`src/rtl/conc_trace_recorder_if.sv`:
```
// Read-side handshake bundle for the trace recorder.
// The recorder drives valid/data as the master. The concolic engine side
// (or the bench) is the slave and answers with ready.
interface conc_trace_recorder_if #(
    parameter int OBS_W = 6,
    parameter int CNT_W = 8
);
    logic                     rd_valid;
    logic                     rd_ready;
    logic [OBS_W+CNT_W-1:0]   rd_data;

    modport master (
        output rd_valid,
        output rd_data,
        input  rd_ready
    );

    modport slave (
        input  rd_valid,
        input  rd_data,
        output rd_ready
    );
endinterface

```
`src/rtl/conc_trace_recorder.sv`:
```
// Run-length trace recorder for a DUT output vector.
// Every clock spent in RECORD extends the current run or closes it into the
// trace buffer as {value, run}. After stop (or a buffer overflow) the buffer
// is drained in FIFO order over the valid/ready read port, and the block
// parks in DONE until it is re-armed.
module conc_trace_recorder #(
    parameter int OBS_W = 6,
    parameter int CNT_W = 8,
    parameter int DEPTH = 32,
    parameter int AW    = 5
) (
    input  logic                  clock,
    input  logic                  reset,
    input  logic                  start,
    input  logic                  stop,
    input  logic [OBS_W-1:0]      obs_in,
    conc_trace_recorder_if.master rd,
    output logic                  busy,
    output logic                  done,
    output logic                  overflow,
    output logic [AW:0]           entries
);

    localparam int EW = OBS_W + CNT_W;

    localparam logic [CNT_W-1:0] RUN_ONE = {{(CNT_W-1){1'b0}}, 1'b1};
    localparam logic [CNT_W-1:0] RUN_MAX = {CNT_W{1'b1}};
    localparam logic [AW-1:0]    PTR_ONE = {{(AW-1){1'b0}}, 1'b1};
    localparam logic [AW:0]      CNT_ONE = {{AW{1'b0}}, 1'b1};

    typedef enum logic [1:0] {
        S_IDLE   = 2'd0,
        S_RECORD = 2'd1,
        S_DRAIN  = 2'd2,
        S_DONE   = 2'd3
    } state_t;

    state_t            state_q;
    state_t            state_d;

    logic [OBS_W-1:0]  cur_q;
    logic [CNT_W-1:0]  run_q;
    logic [AW-1:0]     wr_ptr_q;
    logic [AW-1:0]     rd_ptr_q;
    logic [AW:0]       count_q;
    logic              overflow_q;

    // Trace storage; contents need no reset because count_q gates every read.
    logic [EW-1:0]     mem_q [DEPTH];

    logic              arm;
    logic              in_record;
    logic              extend;
    logic              push_req;
    logic              full;
    logic              push_ok;
    logic              drop;
    logic              has_data;
    logic              pop;

    // A re-arm is honoured from both idle states; stop has no say there.
    assign arm       = ((state_q == S_IDLE) || (state_q == S_DONE)) && start;
    assign in_record = (state_q == S_RECORD);

    // The current run keeps growing only while the value repeats and the
    // run field still has headroom; a stop edge never samples obs_in.
    assign extend    = in_record && !stop && (obs_in == cur_q) && (run_q != RUN_MAX);

    // Any other RECORD edge closes the pending run (value change, saturation,
    // or the final flush on stop).
    assign push_req  = in_record && !extend;

    // count_q never exceeds DEPTH and DEPTH is a power of two, so the top bit
    // alone marks a full buffer.
    assign full      = count_q[AW];
    assign push_ok   = push_req && !full;
    assign drop      = push_req && full;

    assign has_data  = (count_q != '0);
    assign pop       = (state_q == S_DRAIN) && has_data && rd.rd_ready;

    // State register.
    always_ff @(posedge clock or negedge reset) begin
        if (!reset) begin
            state_q <= S_IDLE;
        end else begin
            state_q <= state_d;
        end
    end

    // Next-state decode.
    always_comb begin
        state_d = state_q;
        unique case (state_q)
            S_IDLE: begin
                if (start) begin
                    state_d = S_RECORD;
                end
            end
            S_RECORD: begin
                // A dropped push ends sampling at once, as does stop.
                if (stop || drop) begin
                    state_d = S_DRAIN;
                end
            end
            S_DRAIN: begin
                // Leave only once an edge has seen the buffer empty, so the
                // last entry is presented for a full cycle before DONE.
                if (!has_data) begin
                    state_d = S_DONE;
                end
            end
            S_DONE: begin
                if (start) begin
                    state_d = S_RECORD;
                end
            end
            default: begin
                state_d = S_IDLE;
            end
        endcase
    end

    // Status and read-port outputs decoded from state and occupancy.
    always_comb begin
        busy        = 1'b0;
        done        = 1'b0;
        rd.rd_valid = 1'b0;
        rd.rd_data  = '0;
        unique case (state_q)
            S_RECORD: begin
                busy = 1'b1;
            end
            S_DRAIN: begin
                busy        = 1'b1;
                rd.rd_valid = has_data;
                if (has_data) begin
                    rd.rd_data = mem_q[rd_ptr_q];
                end
            end
            S_DONE: begin
                done = 1'b1;
            end
            default: begin
                busy = 1'b0;
            end
        endcase
    end

    assign overflow = overflow_q;
    assign entries  = count_q;

    // Run tracking, pointer and occupancy bookkeeping.
    always_ff @(posedge clock or negedge reset) begin
        if (!reset) begin
            cur_q      <= '0;
            run_q      <= '0;
            wr_ptr_q   <= '0;
            rd_ptr_q   <= '0;
            count_q    <= '0;
            overflow_q <= 1'b0;
        end else if (arm) begin
            // The start edge is itself the first sample of the trace.
            cur_q      <= obs_in;
            run_q      <= RUN_ONE;
            wr_ptr_q   <= '0;
            rd_ptr_q   <= '0;
            count_q    <= '0;
            overflow_q <= 1'b0;
        end else begin
            if (extend) begin
                run_q <= run_q + RUN_ONE;
            end else if (push_ok && !stop) begin
                // Closing a run on a normal edge starts the next one with
                // the value seen on this edge.
                cur_q <= obs_in;
                run_q <= RUN_ONE;
            end

            if (drop) begin
                overflow_q <= 1'b1;
            end

            // Pushes only happen in RECORD and pops only in DRAIN, so the
            // two occupancy updates never collide.
            if (push_ok) begin
                wr_ptr_q <= wr_ptr_q + PTR_ONE;
                count_q  <= count_q + CNT_ONE;
            end else if (pop) begin
                rd_ptr_q <= rd_ptr_q + PTR_ONE;
                count_q  <= count_q - CNT_ONE;
            end
        end
    end

    // Buffer write port.
    always_ff @(posedge clock) begin
        if (push_ok) begin
            mem_q[wr_ptr_q] <= {cur_q, run_q};
        end
    end

endmodule

```
`src/flat_wrapper.sv`:
```
// flat-port wrapper written by rule: the top's interface ports become plain ports
module conc_trace_recorder_flat 
#(
    parameter int OBS_W = 6,
    parameter int CNT_W = 8,
    parameter int DEPTH = 32,
    parameter int AW    = 5
)
  (clock, reset, start, stop, obs_in, busy, done, overflow, entries, rd_rd_valid, rd_rd_data, rd_rd_ready);
  conc_trace_recorder_if #(.OBS_W(OBS_W), .CNT_W(CNT_W)) rd_i ();
  input  logic clock;
  input  logic reset;
  input  logic start;
  input  logic stop;
  input  logic [OBS_W-1:0] obs_in;
  output logic busy;
  output logic done;
  output logic overflow;
  output logic [AW:0] entries;
  output wire logic [$bits(rd_i.rd_valid)-1:0] rd_rd_valid;
  output wire logic [$bits(rd_i.rd_data)-1:0] rd_rd_data;
  input wire logic [$bits(rd_i.rd_ready)-1:0] rd_rd_ready;
  assign rd_rd_valid = rd_i.rd_valid;
  assign rd_rd_data = rd_i.rd_data;
  assign rd_i.rd_ready = rd_rd_ready;
  conc_trace_recorder #(.OBS_W(OBS_W), .CNT_W(CNT_W), .DEPTH(DEPTH), .AW(AW)) u_core (.clock(clock), .reset(reset), .start(start), .stop(stop), .obs_in(obs_in), .rd(rd_i), .busy(busy), .done(done), .overflow(overflow), .entries(entries));
endmodule
```
`config.mk`:
```
export PLATFORM = sky130hd
export DESIGN_NAME = conc_trace_recorder_flat
export DESIGN_NICKNAME = d
export VERILOG_FILES = /design/src/rtl/conc_trace_recorder_if.sv /design/src/rtl/conc_trace_recorder.sv /design/src/flat_wrapper.sv
export SDC_FILE = /design/constraint.sdc
export NUM_CORES = 1
export LEC_CHECK = 0
export CAP_MARGIN = 20
export CORE_MARGIN = 2
export CORE_UTILIZATION = 58
export CTS_BUF_LIST = sky130_fd_sc_hd__clkbuf_8
export CTS_CLUSTER_DIAMETER = 100
export CTS_CLUSTER_SIZE = 10
export DETAILED_ROUTE_END_ITERATION = 7
export PLACE_DENSITY_LB_ADDON = 0.1
export SLEW_MARGIN = 40
export SYNTH_ARGS = -nofsm -noshare
export SYNTH_HDL_FRONTEND = slang
export SYNTH_SLANG_ARGS = --single-unit
```
`constraint.sdc`:
```
create_clock -name clock -period 3 [get_ports clock]
set_input_delay 0.6 -clock clock [delete_from_list [all_inputs] [get_ports clock]]
set_output_delay 0.6 -clock clock [all_outputs]
set_load 0.005 [all_outputs]
```
Yosys cells after proc, flatten, opt, wreduce, memory -nomap -nowiden
Memories as Yosys holds them, arrays and structs flattened.
Cells that the tools add are included.
- bits in registers: 33
- output and inout port bits: 24
- input port bits: 11
- logic and storage cells: 78
- memories: 1
- memory bits (writable): 448
- muxes and demuxes: 27
- eq/ne operators: 10
- reductions and logical operators: 28
- add/sub/neg operators: 5
- memory list (name ; depth ; width ; rd ports ; clocked after memory_dff ; write ports ; RTL line ; text):
    u_core.mem_q ; 32 ; 14 ; 1 ; 0 ; 1 ; conc_trace_recorder.sv:49 ; logic [EW-1:0] mem_q [DEPTH];
- operators by type and width (cell ; number):
    $mux W6 ; 6
    $mux W14 ; 2
    $mux W5 ; 5
    $mux W8 ; 3
    $add A5 B1 Y5 const B ; 2
    $logic_and A1 B1 Y1 ; 10
    $add A8 B1 Y8 const B ; 1
    $ne A8 B8 Y1 const B ; 1
    $reduce_bool A2 Y1 ; 4
    $mux W1 ; 7
    $add A6 B1 Y6 const B ; 1
    $eq A6 B6 Y1 ; 1
    $mux W2 ; 3
    $ne A2 B1 Y1 const B ; 3
    $pmux W2 S3 ; 1
    $reduce_bool A3 Y1 ; 2
    $reduce_bool A6 Y1 ; 1
    $sub A6 B1 Y6 const B ; 1
    $eq A2 B2 Y1 const B ; 2
    $ne A2 B2 Y1 const B ; 2
    $reduce_and A2 Y1 ; 2
    $reduce_or A2 Y1 ; 2
    $logic_not A1 Y1 ; 3
    $reduce_and A3 Y1 ; 1
    3 further kinds ; 4

Logic depth before layout (Yosys ltp)
- depth after elaboration: 11
- gate-level depth with buffers: 14
- gate-level depth less buffers: 12

Least setup slack after synthesis
Ideal clock, no wire load.
- path type: register to register
- start: register u_core.run_q[0]
- end: register u_core.count_q[5], in the netlist u_core.entries[5]
- library setup time: 0.082 ns
- period minus slack after synthesis: 3.269 ns
- arrival: 3.187 ns
- path slack: -0.269 ns
- buffers on the path: 2
- data required time: 2.918 ns
- stages on the path, launching flop included: 13
- cell sequence: dfrtp_1 > ha_1 > and2_1 > and3_1 > buf_6 > o31ai_2 > clkbuf_1 > ha_1 > a211oi_1 > o21bai_1 > a21o_1 > a2111o_1 > a31oi_1
- cells in the longest elaborated chain, start to end: 7
- elaborated cells between the ends (all ways): 8
- classes of those cells: 1 x eq/ne; 2 x mux; 5 x reduce/logical
- ends and longest elaborated chain (element ; RTL line ; text):
    start, declared ; conc_trace_recorder.sv:42 ; logic [CNT_W-1:0] run_q;
    start signal, assigned ; conc_trace_recorder.sv:172 ; run_q <= run_q + RUN_ONE;
    $ne A8 B8 Y1 (*) ; conc_trace_recorder.sv:67 ; assign extend = in_record && !stop && (obs_in == cur_q) && (run_q != RUN_MAX);
    $logic_and A1 B1 Y1 (*) ; conc_trace_recorder.sv:67 ;
    $logic_not A1 Y1 (*) ; conc_trace_recorder.sv:71 ; assign push_req = in_record && !extend;
    $logic_and A1 B1 Y1 (*) ; conc_trace_recorder.sv:71 ;
    $logic_and A1 B1 Y1 (*) ; conc_trace_recorder.sv:76 ; assign push_ok = push_req && !full;
    $mux W6 ; conc_trace_recorder.sv:186 ; if (push_ok) begin
    $mux W6 ; conc_trace_recorder.sv:162 ; end else if (arm) begin
    end signal, assigned ; conc_trace_recorder.sv:188 ; count_q <= count_q + CNT_ONE;
    end signal, assigned ; conc_trace_recorder.sv:191 ; count_q <= count_q - CNT_ONE;
    end, declared ; conc_trace_recorder.sv:45 ; logic [AW:0] count_q;
Every way passes the cells marked *; elsewhere a longest branch is shown, timed or not.
A chain may end at the register's enable or synchronous reset.

Worst setup path in the final report
- start: register u_core.rd_ptr_q[0]
- end: output rd_rd_data[7]
- cells in the longest elaborated chain, start to end: 3
- ends and longest elaborated chain (element ; RTL line ; text):
    start, declared ; conc_trace_recorder.sv:44 ; logic [AW-1:0] rd_ptr_q;
    start signal, assigned ; conc_trace_recorder.sv:190 ; rd_ptr_q <= rd_ptr_q + PTR_ONE;
    $mem_v2 Z32 W14 ; -- ;
    $mux W14 ; conc_trace_recorder.sv:137 ; if (has_data) begin
    $mux W14 ; conc_trace_recorder.sv:130 ; unique case (state_q)
    end, declared ; flat_wrapper.sv:21 ; output wire logic [$bits(rd_i.rd_data)-1:0] rd_rd_data;
Every way passes these cells.

==> metrics.txt <==
Max-Cap Viols 0; CP Class reg2out; Worst Slack Setup Final -0.328 ns; r2r setup slk 0.21 ns; GRT overflow 0; failing checks setup timing; post-DP HPWL 25.6 mm; worst skew pair latency 0.62 ns; critical path's top delay family flip-flops; CP startpoint kind flip-flop; min Tclk post-route ~3.3 ns; Setup Viol. Count Final 14; Hold Buf Count CTS 0; Clock power frac 0.227; Die Span Y 186 microns; DR vias/cell 6.21; RSZ-0062 raised after global routing yes; Leak Pwr 8.09 nW; filler instances 2,027; FP Rows 66; Final Cell Area approximately 23,000 sq um; CP Cell Sequence buf_16 -> buf_4 -> mux4_2 -> nor2b_1 -> a211oi_2 -> o32ai_2 -> buf_2; status finished, violations left; CP startpoint u_core.rd_ptr_q[0]; Net Sw Frac 0.288; Clock transition at path regs ~0.080 ns; Buf/Inv on CP 3; wire length on met1 18.7 mm; Routed WL per cell 25.7 microns; Die ar. approximately 35,000 sq um; wire length on met3 3.50 mm; Core Box Area 32,600 sq um; Syn Inst Count a little over 1,000; Netlist cell types 52; Pwr Density a little over 700 nW/um^2; r2r startpoint u_core.run_q[0]; vias roughly 10,000; diode count 0; Final period util 1.11; Root Driver clkbuf_8; Reg-to-Reg End u_core.entries[5]; first-pass GRT wire length 65.0 mm; Area after DPL 21,200 sq um; placer congestion estimate around 0.80; drt pass-1 iters 5; final hold violation count 0; layout cell share with drive strength beyond 1 0.374; CP max FO 7; H-Tree Depth 2; Buffers on Ports 34; number of synthesis warnings 0; Reg2Reg Depth 11; Syn-to-layout area delta 19.9%; Crit. End Element output pin; cell area after synthesis 19,300 sq um; Total Power 16.8 mW; final WL 43.4 mm; Post-layout nets 1,246; top_reg_cell synth edfxtp_1; DR WL met2 between 20 and 25 mm; die width 186 microns; Worst path max stage delay 0.58 ns; Initial Utilization 0.590; max_slew headroom 0.674; count of pins over their slew limit 0; DRC violations left 0; maximum vdd drop 0.823 mV; Avg Inst Size Synth around 19 sq um; Worst EP required 2.40 ns; CTS tree done; Gate power share 0.291; Internal 12.0 mW; I/O pins 35; setup TNS -3.98 ns; max layer used met4; DR iter-0 viols 1,075; cts bufs inserted 54; part of the power in registers 0.482; slowest CP cell dfrtp_4; Achievable Freq 301 MHz; FFs w/ async S/R, synth 0.0686; Switch Pwr 4.83 mW; number of routed nets with antenna violations 0; Worst EP arrival 2.73 ns; Longest Clk Path Bufs 3; CTS sink count 481; post-synthesis sequential area ratio 0.742; synthesis-stage register bit count a little under 500; Syn Nets between 1,000 and 1,500; clock skew 0.0381 ns; largest net degree at the start of global routing 41; number of synthesized flops with an enable pin 448; GRT Total Usage 0.261; Hold Slack approximately 0.32 ns; initial antenna violation count 0; Seq. cell area 14,300 sq um; Multi-input gate area 5150 sq um; vias in the first global route 10,300; Worst Hold Class in2async; Slew @ Worst Pin 0.488 ns
[how the worst max path moves through the flow]
stage	endpoint	slack (ns)	cells after the start
after detailed placement	u_core.entries[5]	-0.15	11
after global placement	rd_rd_data[13]	-0.13	9
after floorplan	u_core.entries[5]	0.006	12
after CTS	rd_rd_data[13]	-0.38	10
after global routing	rd_rd_data[9]	-0.40	10
final	rd_rd_data[7]	-0.33	7
[layout by cell type, fill, tap and decap left out, drive strengths merged, types with 3 or more instances in the layout]
master	synthesis	layout
inv	11	35
clkbuf	31	56
nor3b	3	3
and3	30	30
edfxtp	448	448
buf	26	187
nor2b	20	20
clkdlybuf4s50	0	20
ha	13	13
o32ai	13	13
nand2b	4	4
mux4	112	112
nand2	84	84
dfrtp	33	33
mux2	7	7
a31oi	4	4
a211oi	15	15
o311ai	3	3
nor3	8	8
a21oi	40	40
or3	3	3
nand3	12	12
xnor2	9	9
o21ai	20	20
nor2	10	10
o22ai	14	14
and2b	4	4
nand4	6	6
o31ai	4	4
[cell type report]
class                      count  area share
inverter                      12     0.00195
clock buffer                  55      0.0328
timing repair buffer         208      0.0946
sequential                   481       0.619
clock inverter                25     0.00444
tap                          442      0.0240
multi-input combinational    464       0.223
[timing repair]
item	4_1_cts	5_1_grt
gates cloned	3	1
endpoints found under the setup margin	14	14
pin swaps	50	19
setup buffers	45	9
resized for setup	173	28
[through the flow]
step | instances | util | setup WS, ns
6_report | 1687 | 0.708 | -0.328
5_1_grt | 1687 | 0.708 | -0.399
4_1_cts | 1682 | 0.705 | -0.377
3_5_place_dp | 1560 | 0.650 | -0.152
3_3_place_gp | 1560 | 0.650 | -0.125
2_1_floorplan | 1014 | - | 0.00589
[registers in the layout, summed over array words and instances, names as in the netlist]
register	count
u_core.wr_ptr_q	5
u_core.rd_ptr_q	5
u_core.entries	6
u_core.cur_q	6
u_core.state_q	2
u_core.mem_q	448
u_core.run_q	8
u_core.overflow	1
[power by group through the flow]
stage               clock network [mW]  registers (mW)  logic [mW]
floorplan                            0            8.38        2.17
global placement                     0            8.24        4.11
detailed placement                   0            8.24        4.17
CTS                               3.90            8.09        4.81
global route                      4.14            8.11        5.21
finish                            3.81            8.09        4.89
[worst reg2reg max path: cells and delay by family, from the launching register on]
family                   cells  cell delay (ns)
flip-flops                   1             0.40
AND/OR/NAND/NOR              2             0.48
adder cells (fa/ha/maj)      2             0.44
buffers and inverters        1             0.18
AO/OA/AOI/OAI                6             1.20
[cell usage after synthesis, types with 3 or more instances]
cell	instances	area, sq um
dfrtp_1	33	826
mux4_2	112	2520
a211oi_1	15	113
buf_2	20	100
a31oi_1	4	25.0
clkbuf_1	31	116
and3_1	30	188
edfxtp_1	448	13500
o32ai_1	13	114
xnor2_1	9	78.8
buf_1	4	15.0
and2b_1	4	30.0
nor3b_1	3	22.5
ha_1	13	163
or3_1	3	18.8
nor2_1	10	37.5
a21oi_1	40	200
nand4_1	5	31.3
o22ai_1	14	87.6
inv_1	11	41.3
nand2_1	84	315
mux2_2	7	78.8
nand2b_1	4	25.0
nor2b_1	20	125
o21ai_0	20	100
nand3_1	12	60.1
nor3_1	8	40.0
o31ai_1	3	22.5
[metal layers]
layer,vias up,GRT usage
li1,4523,-
met3,55,0.0364
met2,459,0.398
met5,-,0
met4,0,0.0709
met1,5441,0.405
[cell families (layout without fill, tap and decap cells)]
| group | count (synthesis) | after routing | share of synthesized area |
|---|---|---|---|
| buffers and inverters | 69 | 300 | 0.0153 |
| adders and majority gates | 14 | 14 | 0.00949 |
| muxes | 121 | 121 | 0.136 |
| xor gates and xnor gates | 10 | 10 | 0.00455 |
| and+or+nand+nor | 193 | 193 | 0.0506 |
| DFF | 481 | 481 | 0.742 |
| AOI/OAI and AO/OA | 126 | 126 | 0.0422 |
Power figures use the tool's default switching activity.
